## config.mk

```make
export PLATFORM = sky130hd
export DESIGN_NAME = uart_tx
export DESIGN_NICKNAME = d
export VERILOG_FILES = /design/src/rtl/uart_tx.sv
export SDC_FILE = /design/constraint.sdc
export NUM_CORES = 1
export LEC_CHECK = 0
export CAP_MARGIN = 20
export CELL_PAD_IN_SITES_DETAIL_PLACEMENT = 0
export CELL_PAD_IN_SITES_GLOBAL_PLACEMENT = 1
export CORE_ASPECT_RATIO = 2
export CORE_MARGIN = 10
export CORE_UTILIZATION = 45
export CTS_BUF_LIST = sky130_fd_sc_hd__clkbuf_4
export CTS_CLUSTER_DIAMETER = 150
export DETAILED_ROUTE_END_ITERATION = 10
export PLACE_DENSITY = 0.79
export SLEW_MARGIN = 0
export SYNTH_ARGS = -nofsm -noshare
export SYNTH_HDL_FRONTEND = slang
export SYNTH_SLANG_ARGS = --single-unit
```

## constraint.sdc

```tcl
create_clock -name i_clock -period 2.7 [get_ports i_clock]
set_input_delay 0.54 -clock i_clock [delete_from_list [all_inputs] [get_ports i_clock]]
set_output_delay 0.54 -clock i_clock [all_outputs]
set_load 0.02 [all_outputs]
```

## src/rtl/uart_tx.sv

```systemverilog
// UART transmitter: start bit, LSB-first data, replicated parity slots, stop bits.
// Bit timing comes from the shared x16 tick; o_tx, o_busy and o_done_bit are all registered.
module uart_tx #(
    parameter int DATA_WIDTH    = 8,
    parameter int STOP_WIDTH    = 1,
    parameter int PARITY_WIDTH  = 1,
    parameter int PARITY_ODD    = 0,
    parameter int TICKS_PER_BIT = 16
) (
    input  logic                  i_clock,
    input  logic                  i_reset,
    input  logic                  i_tick,
    input  logic                  i_tx_start,
    input  logic [DATA_WIDTH-1:0] i_data_byte,
    output logic                  o_tx,
    output logic                  o_busy,
    output logic                  o_done_bit
);

    localparam int TICK_W = ($clog2(TICKS_PER_BIT) > 5) ? $clog2(TICKS_PER_BIT) : 5;
    localparam int BIT_W  = (DATA_WIDTH > 2) ? $clog2(DATA_WIDTH) : 1;

    localparam logic [TICK_W-1:0] TICK_LAST = TICK_W'(TICKS_PER_BIT - 1);
    localparam logic [BIT_W-1:0]  BIT_LAST  = BIT_W'(DATA_WIDTH - 1);
    localparam logic [1:0]        PAR_LAST  = 2'(PARITY_WIDTH - 1);
    localparam logic [1:0]        STOP_LAST = 2'(STOP_WIDTH - 1);

    typedef enum logic [5:0] {
        IDLE       = 6'b000001,
        START_BIT  = 6'b000010,
        SENDING    = 6'b000100,
        PARITY_BIT = 6'b001000,
        STOP_BIT   = 6'b010000,
        DONE       = 6'b100000
    } state_t;

    state_t                r_state,    w_state_next;
    logic [TICK_W-1:0]     r_tick_cnt, w_tick_next;
    logic [BIT_W-1:0]      r_bit_idx,  w_bit_next;
    logic [1:0]            r_par_idx,  w_par_next;
    logic [1:0]            r_stop_idx, w_stop_next;
    logic [DATA_WIDTH-1:0] r_shift,    w_shift_next;
    logic                  r_parity,   w_parity_next;
    logic                  r_tx,       w_tx_next;
    logic                  r_busy,     w_busy_next;
    logic                  r_done,     w_done_next;
    logic                  w_bit_end;

    // NOTE: every signal written here gets a default first so no path leaves it unassigned (no latches).
    always_comb begin
        w_state_next  = r_state;
        w_tick_next   = r_tick_cnt;
        w_bit_next    = r_bit_idx;
        w_par_next    = r_par_idx;
        w_stop_next   = r_stop_idx;
        w_shift_next  = r_shift;
        w_parity_next = r_parity;
        w_bit_end     = i_tick && (r_tick_cnt == TICK_LAST);

        if (i_tick) begin
            w_tick_next = w_bit_end ? '0 : r_tick_cnt + 1'b1;
        end

        case (r_state)
            IDLE: begin
                w_tick_next = '0;
                w_bit_next  = '0;
                w_par_next  = '0;
                w_stop_next = '0;
                if (i_tx_start) begin
                    w_shift_next  = i_data_byte;
                    w_parity_next = (^i_data_byte) ^ (PARITY_ODD != 0);
                    w_state_next  = START_BIT;
                end
            end
            START_BIT: begin
                if (w_bit_end) begin
                    w_bit_next   = '0;
                    w_state_next = SENDING;
                end
            end
            SENDING: begin
                // Data leaves from bit 0 of the shift register, so a shift exposes the next bit.
                if (w_bit_end) begin
                    w_shift_next = r_shift >> 1;
                    if (r_bit_idx == BIT_LAST) begin
                        w_bit_next   = '0;
                        w_state_next = PARITY_BIT;
                    end else begin
                        w_bit_next = r_bit_idx + 1'b1;
                    end
                end
            end
            PARITY_BIT: begin
                if (w_bit_end) begin
                    if (r_par_idx == PAR_LAST) begin
                        w_par_next   = '0;
                        w_state_next = STOP_BIT;
                    end else begin
                        w_par_next = r_par_idx + 1'b1;
                    end
                end
            end
            STOP_BIT: begin
                if (w_bit_end) begin
                    if (r_stop_idx == STOP_LAST) begin
                        w_stop_next  = '0;
                        w_state_next = DONE;
                    end else begin
                        w_stop_next = r_stop_idx + 1'b1;
                    end
                end
            end
            DONE: begin
                w_tick_next  = '0;
                w_bit_next   = '0;
                w_par_next   = '0;
                w_stop_next  = '0;
                w_state_next = IDLE;
            end
            default: begin
                w_tick_next   = '0;
                w_bit_next    = '0;
                w_par_next    = '0;
                w_stop_next   = '0;
                w_shift_next  = '0;
                w_parity_next = 1'b0;
                w_state_next  = IDLE;
            end
        endcase

        // Outputs are decoded from the next state so the registered pin changes with the state.
        w_tx_next   = 1'b1;
        w_busy_next = 1'b1;
        w_done_next = 1'b0;
        case (w_state_next)
            IDLE:       w_busy_next = 1'b0;
            START_BIT:  w_tx_next   = 1'b0;
            SENDING:    w_tx_next   = w_shift_next[0];
            PARITY_BIT: w_tx_next   = w_parity_next;
            DONE:       w_done_next = 1'b1;
            default:    w_tx_next   = 1'b1;
        endcase
    end

    // NOTE: sequential state uses non-blocking assignments so all registers update from pre-edge values.
    always_ff @(posedge i_clock) begin
        if (i_reset) begin
            r_state    <= IDLE;
            r_tick_cnt <= '0;
            r_bit_idx  <= '0;
            r_par_idx  <= '0;
            r_stop_idx <= '0;
            r_shift    <= '0;
            r_parity   <= 1'b0;
            r_tx       <= 1'b1;
            r_busy     <= 1'b0;
            r_done     <= 1'b0;
        end else begin
            r_state    <= w_state_next;
            r_tick_cnt <= w_tick_next;
            r_bit_idx  <= w_bit_next;
            r_par_idx  <= w_par_next;
            r_stop_idx <= w_stop_next;
            r_shift    <= w_shift_next;
            r_parity   <= w_parity_next;
            r_tx       <= w_tx_next;
            r_busy     <= w_busy_next;
            r_done     <= w_done_next;
        end
    end

    assign o_tx       = r_tx;
    assign o_busy     = r_busy;
    assign o_done_bit = r_done;

endmodule
```

# [Word-level counts from Yosys, hierarchy flattened]
# Cells that the tools add are included.
# W data, S select, Z words.
[classes] add_sub_neg=4 eq_ne=18 mux=28 bitwise=5 reduce_logical=15
[op_table] op="$mux W6" n=8
[op_table] op="$pmux W6 S5" n=1
[op_table] op="$pmux W8 S3" n=1
[op_table] op="$mux W8" n=2
[op_table] op="$eq A6 B1 Y1 const B" n=2
[op_table] op="$eq A6 B2 Y1 const B" n=2
[op_table] op="$eq A6 B3 Y1 const B" n=2
[op_table] op="$eq A6 B4 Y1 const B" n=2
[op_table] op="$eq A6 B6 Y1 const B" n=2
[op_table] op="$ne A2 B2 Y1 const B" n=5
[op_table] op="$mux W3" n=3
[op_table] op="$pmux W3 S3" n=1
[op_table] op="$mux W2" n=4
[op_table] op="$pmux W2 S2" n=2
[op_table] op="$reduce_or A4 Y1" n=2
[op_table] op="$reduce_xor A8 Y1" n=1
[op_table] op="$eq A6 B5 Y1 const B" n=1
[op_table] op="$reduce_and A3 Y1" n=2
[op_table] op="$reduce_or A3 Y1" n=2
[op_table] op="$add A5 B1 Y5 const B" n=1
[op_table] op="$eq A5 B4 Y1 const B" n=1
[op_table] op="$mux W5" n=1
[op_table] op="$not A1 Y1" n=5
[op_table] op="$reduce_or A5 Y1" n=1
[op_table] op="10 further kinds" n=16
[word_totals] ff_bits=30 input_bits=12

# [Depth between registers and ports, before layout]
[depth] ltp_word=6 ltp_mapped=8 ltp_nobuf=7

# [Worst setup path before layout]
# Ideal clock, no wire load.
[synth_timing] path_type="input-to-reg" startpoint="input i_tick" endpoint="register r_tx (netlist: o_tx)" setup_time_ns=0.129 arrival_time_ns=1.738 required_time_ns=2.571 slack_ns=0.833 cell_stages=7 path_cell_list="nand4_1 > nor2_1 > o22ai_1 > or2_1 > buf_6 > a222oi_1 > o211ai_2"
[synth_between] elab_chain_len=5 word_cells_on_any_way=12
[synth_lines] item="start, declared" line="12" rtl="input logic i_tick,"
[synth_lines] item="$logic_and A1 B1 Y1 (*)" line="58" rtl="w_bit_end = i_tick && (r_tick_cnt == TICK_LAST);"
[synth_lines] item="$mux W6 (on tied branches)"
[synth_lines] item="$pmux W6 S5" line="64" rtl="case (r_state)"
[synth_lines] item="$eq A6 B4 Y1 (tied with other cells)" line="136" rtl="case (w_state_next)"
[synth_lines] item="$pmux W1 S3 (*)" line="136"
[synth_lines] item="end signal, assigned" line="167" rtl="r_tx <= w_tx_next;"
[synth_lines] item="end, declared" line="44" rtl="logic r_tx, w_tx_next;"
# Mark *: on every way between the ends. The rest lies on a longest branch, timed or not. The select of a mux whose other input is x is not followed.
# A chain may end at the register's enable or synchronous reset.

# [Worst setup path after layout]
# Ends and elaborated chain as after synthesis.

==> results.ini <==
[worst_hold_path]
hold_path_startpoint=r_tick_cnt[4]
hold_class=reg2reg

[finish]
fill_cells=333
final_cells=219
syn_to_final_growth_pct=13.0
stdcell_area_sq_mm=0.00174
antenna_cells=0
layout_commonest_cell=nor2_1
drive_gt1_share_pct=10.7
layout_common_cells=34 x nor2_1, 30 x dfxtp_1, 14 x clkdlybuf4s50_1, 10 x inv_1
fin_nets=205

[clocking]
clk_path_buf_depth=2
ctsResizeCount=0
h-tree-depth=2
root_buffer=clkbuf_4
clock-sinks=30
clk_latency_ns=0.33
cts_buffers=5
cts_hold_buf=0
clk_pin_slew_ns=0.09
cts_tree=built
cts_setup_buffers=0

[sta]
fmax_mhz=450
fin_crit_sh_pct=82.3
min_period_ns=2.22
hold_violations=0
fin_setup_tns_ns=0
tightest_slew_ns=0.488
slew_headroom_pct=67.4
holdWs_ns=0.452
report.final.slew_viol_count=0
setup_viol=0
skew_ns=0.00872
rsz0062_at_grt=no

[drt]
avgRoutedWirePerCell_um=16.7
via_per_inst=6.09
first_iter_violations=70
ant_nets=0
drc_errors=0
drtPass1Iterations=4
dr_total_vias=1334
wl_um=3660

[global_route]
grt_max_degree=17
grt_pass1_wl_um=6130
grt_overflow_total=0
antenna_found_initial=0
grt_pass1_vias=1384
grt_util_all_layers_pct=12.9

[place]
place_congestion=0.855
dp_hpwl_um=2910
io_buffers=14
place_area_sq_mm=0.00168
placed_cells=211

[critical_path]
worstPathRequired_ns=2.91
start_kind=input pin
end_kind=flip-flop
worstPathArrival_ns=2.43
crit_start=i_tick
crit_chain=clkdlybuf4s50_1, nand4_1, nor2_1, o22ai_1, or2_1, a222oi_1, o211ai_2
worstPathMaxFanout=8
slowest_stage=a222oi_1
crit_type=in2reg
slowest_delay_ns=0.50
path_delay_family=compound AO/OA/AOI/OAI gates
worst-path-buf-inv=1
r2r-start=r_state[2]

[power_and_ir_drop]
irDropWorstVdd_mv=0.325
p_leak_nw=0.661
power_density_mw_per_mm2=473

[floorplanning]
io-pin-count=15
dieArea_sq_mm=0.00629
die_h_um=103
die_x_um=61.3
rows=30
core_sq_mm=0.00334
initial_utilization_pct=46.0

[yosys]
synth-seq-cells=30
synth_cell_type_count=42
yosys_warnings=0
syn_area_per_cell_sq_um=9.09
synth_area_sq_mm=0.00154
netlist_instances=169
syn_nets=188
yosysSeqAreaShare_pct=39.1

[status]
status=finished clean

[job]
cap_violations=0

[flip-flops by register name, indices dropped and copies added (netlist names)]
name        flops
r_tick_cnt      5
r_stop_idx      2
o_busy          1
r_state         6
o_done_bit      1
r_bit_idx       3
o_tx            1
r_shift         8
r_par_idx       2
r_parity        1
[cells in the mapped netlist, drive strengths merged]
cell type,instances,area (sq um)
a31o,1,8.76
nor2,35,134
o311ai,1,8.76
nand4b,4,41.3
a222oi,7,70.1
mux2i,4,40.0
buf,4,48.8
nor3,4,20.0
dfxtp,30,601
nand3b,1,7.51
xnor2,6,52.6
and4,3,26.3
a211o,1,8.76
a21oi,5,25.0
nand2b,1,6.26
o22ai,1,6.26
nand2,4,15.0
a21o,1,7.51
o21ai,3,15.0
xor2,5,43.8
a22oi,1,7.51
a32oi,4,35.0
nor4b,1,8.76
nand3,1,5.00
nand4,4,25.0
o211ai,2,20.0
o21bai,2,15.0
o221ai,1,8.76
a32o,1,10.0
ha,7,87.6
and4b,1,11.3
inv,10,37.5
a31oi,3,18.8
a211oi,1,12.5
clkbuf,4,15.0
or2,4,25.0
or4,1,7.51
[metrics by stage]
| stage | util (%) | total power, mW | setup slack, ns |
|---|---|---|---|
| 6_report | 52.0 | 0.822 | 0.477 |
| 5_1_grt | 52.0 | 0.859 | 0.205 |
| 4_1_cts | 52.0 | 0.833 | 0.490 |
| 3_5_place_dp | 50.4 | 0.577 | 0.145 |
| 3_3_place_gp | 50.4 | 0.575 | 0.223 |
| 2_1_floorplan | - | 0.538 | 0.833 |
[cells by family (layout without fill, tap and decap cells)]
group                    Yosys count  in the layout  share of synthesized area [%]
AO/OA/AOI/OAI                     35             35                           18.1
XOR/XNOR                          11             11                           6.27
adder cells (fa/ha/maj)            7              7                           5.70
buffers and inverters             18             36                           6.60
flip-flops                        30             30                           39.1
multiplexers                       4              4                           2.61
AND/OR/NAND/NOR                   64             64                           21.7
[worst min-delay path: stages (launching register included)]
cell	delay, ns
dfxtp_1	0.33
nand2_1	0.06
nor2_1	0.03
[report_power, final]
| group | total, mW | leakage (nW) | switching (mW) | internal, mW |
|---|---|---|---|---|
| clock network | 0.255 | 0.0286 | 0.158 | 0.0966 |
| logic | 0.104 | 0.388 | 0.0537 | 0.0502 |
| registers | 0.463 | 0.244 | 0.00746 | 0.455 |
| total | 0.822 | 0.661 | 0.220 | 0.602 |
[area by class of cell]
class,count,area (sq um),area share [%]
multi-input cells,121,835,48.1
flip-flops and latches,30,601,34.6
repair buffers,18,170,9.80
well taps,32,40.0,2.31
clock buffers,5,37.5,2.16
inverters,10,37.5,2.16
clock inverters,3,16.3,0.937
[per-layer routing]
layer  up-vias  GRT usage (%)  routed length (um)
met4         0           7.96                 129
met2        37           23.6                2050
li1        651              -                   -
met5         -              0                   0
met1       635           11.2                1270
met3        11           4.32                 199
[worst paths after layout]
check                       end  slack [ns]  cells past startpoint
setup reg to reg           o_tx        0.53                      6
setup / recovery           o_tx        0.48                      7
hold reg to reg   r_tick_cnt[4]        0.45                      2
hold / removal    r_tick_cnt[4]        0.45                      2
(Power assumes the default switching activity.)
==> RTL change, RTL diff (config.mk and constraints unchanged) <==
Encoding of `state_t`: now binary (3 bits for 6 states).
--- a/src/rtl/uart_tx.sv
+++ b/src/rtl/uart_tx.sv
@@ -27,9 +27,9 @@
 
-    typedef enum logic [5:0] {
-        IDLE       = 6'b000001,
-        START_BIT  = 6'b000010,
-        SENDING    = 6'b000100,
-        PARITY_BIT = 6'b001000,
-        STOP_BIT   = 6'b010000,
-        DONE       = 6'b100000
+    typedef enum logic [2:0] {
+        IDLE       = 3'd0,
+        START_BIT  = 3'd1,
+        SENDING    = 3'd2,
+        PARITY_BIT = 3'd3,
+        STOP_BIT   = 3'd4,
+        DONE       = 3'd5
     } state_t;
Check against the original RTL: no difference found for any inputs over 10 cycles, from zero or initial values and one cycle with i_reset high; not proved beyond that.
==> RTL change against the unedited design <==
Sequential cell count fell by 3; wire length shrank 9.5%; worst hold slack better by 0.030 ns; first-iteration DRC count shrank 50%; cell area shrank 8.6%; area after synthesis is 10% lower; setup slack improved by 0.079 ns; power fell by 13%; largest cell class unchanged; maximum frequency is 3.7% higher.
==> RTL change: results <==
export IMPL_status="finished, final reports clean"
export IMPL_yosys_top_cells_count="27 x dfxtp_1, 18 x nor2_1, 11 x nand2_1, 8 x a21oi_1"
export IMPL_top_regs="r_shift x8, r_tick_cnt x5"
export IMPL_skew_ns=0.00217
export IMPL_ys_top_cells_by_area="dfxtp_1 39%, ha_1 6.4%, nor2_1 4.9%"
export IMPL_cts_setup_buffers=0
export IMPL_synth_fa_ha_area_frac=0.0636
export IMPL_grt_pass1_vias=1213
export IMPL_p_leak_nw=0.577
export IMPL_wl_mm=3.31
export IMPL_irDropWorstVdd_mv=0.299
export IMPL_synth_compound_area_frac=0.202
export IMPL_hold_start="r_bit_idx[1]"
export IMPL_cts_root_buf="clkbuf_4"
export IMPL_drive_above_1_share=0.0824
export IMPL_cp_arrival_ns=2.40
export IMPL_synth_xor_area_frac=0.0573
export IMPL_reg2reg_from="r_state[2]"
export IMPL_htreeDepth=1
export IMPL_yosysSeqAreaShare=0.393
export IMPL_synthCells=154
export IMPL_wl_per_cell_um=16.5
export IMPL_dp_slack_ns=0.223
export IMPL_vias_per_cell=5.97
export IMPL_syn_num_nets=173
export IMPL_hold_class="register to register"
export IMPL_synth_cell_types=43
export IMPL_gp_congestion=0.832
export IMPL_nFillCells=302
export IMPL_synth_mux_area_frac=0.00818
export IMPL_drtIter0Drc=35
export IMPL_dp_hpwl_mm=2.64
export IMPL_dp_cells=196
export IMPL_grt_max_degree=22
export IMPL_final_nets=190
export IMPL_grt_pass1_wl_mm=5.60
export IMPL_cts_inserted_buffers=3
export IMPL_worst_slew_pin_slew_ns=0.484
export IMPL_clkTransAtPathRegs_ns=0.14
[RTL change: cells by family after synthesis]
| group | Yosys count |
|---|---|
| flip-flops | 27 |
| AND/OR/NAND/NOR | 62 |
| adder cells (fa/ha/maj) | 7 |
| multiplexers | 1 |
| AO/OA/AOI/OAI | 37 |
| XOR/XNOR | 9 |
| buffers and inverters | 11 |
[RTL change: worst paths after layout]
path | slack (ns) | depth (start not counted) | end
worst max-delay path | 0.56 | 6 | o_tx
worst min register to register | 0.48 | 2 | r_bit_idx[1]
worst min-delay path | 0.48 | 2 | r_bit_idx[1]
worst max register to register | 0.72 | 5 | o_tx
[RTL change: where the power goes]
group	internal [mW]	switching, mW
registers	0.412	0.0110
clock network	0.0679	0.118
logic	0.0551	0.0537
total	0.535	0.183
[RTL change: through the flow]
stage	hold slack, ns	util	area, um2	power (mW)
6_report	0.483	0.540	1590	0.719
5_1_grt	0.501	0.540	1590	0.751
4_1_cts	0.481	0.540	1590	0.722
3_5_place_dp	0.463	0.529	1560	0.542
3_3_place_gp	0.444	0.529	1560	0.539
2_1_floorplan	0.436	-	1380	0.496
[RTL change: per-layer routing]
metal	part of all wire	up-vias	routed length (um)	GRT usage
li1	-	600	-	-
met1	0.38	571	1260	0.117
met2	0.58	18	1910	0.227
met3	0.028	4	93	0.0195
met4	0.013	0	42	0.0426
met5	0	-	0	0
[RTL change: cell type report]
class | count | area share
Clock buffer | 4 | 0.0189
Inverter | 5 | 0.0118
Multi-Input combinational cell | 116 | 0.498
Sequential cell | 27 | 0.340
Tap cell | 30 | 0.0236
Timing Repair Buffer | 18 | 0.107
[RTL change: critical path, stage by stage]
cell and delay [ns]:
clkdlybuf4s50_1 0.60, and4_1 0.30, a31oi_1 0.10, a311o_1 0.38, or3_1 0.38, o2111ai_1 0.10
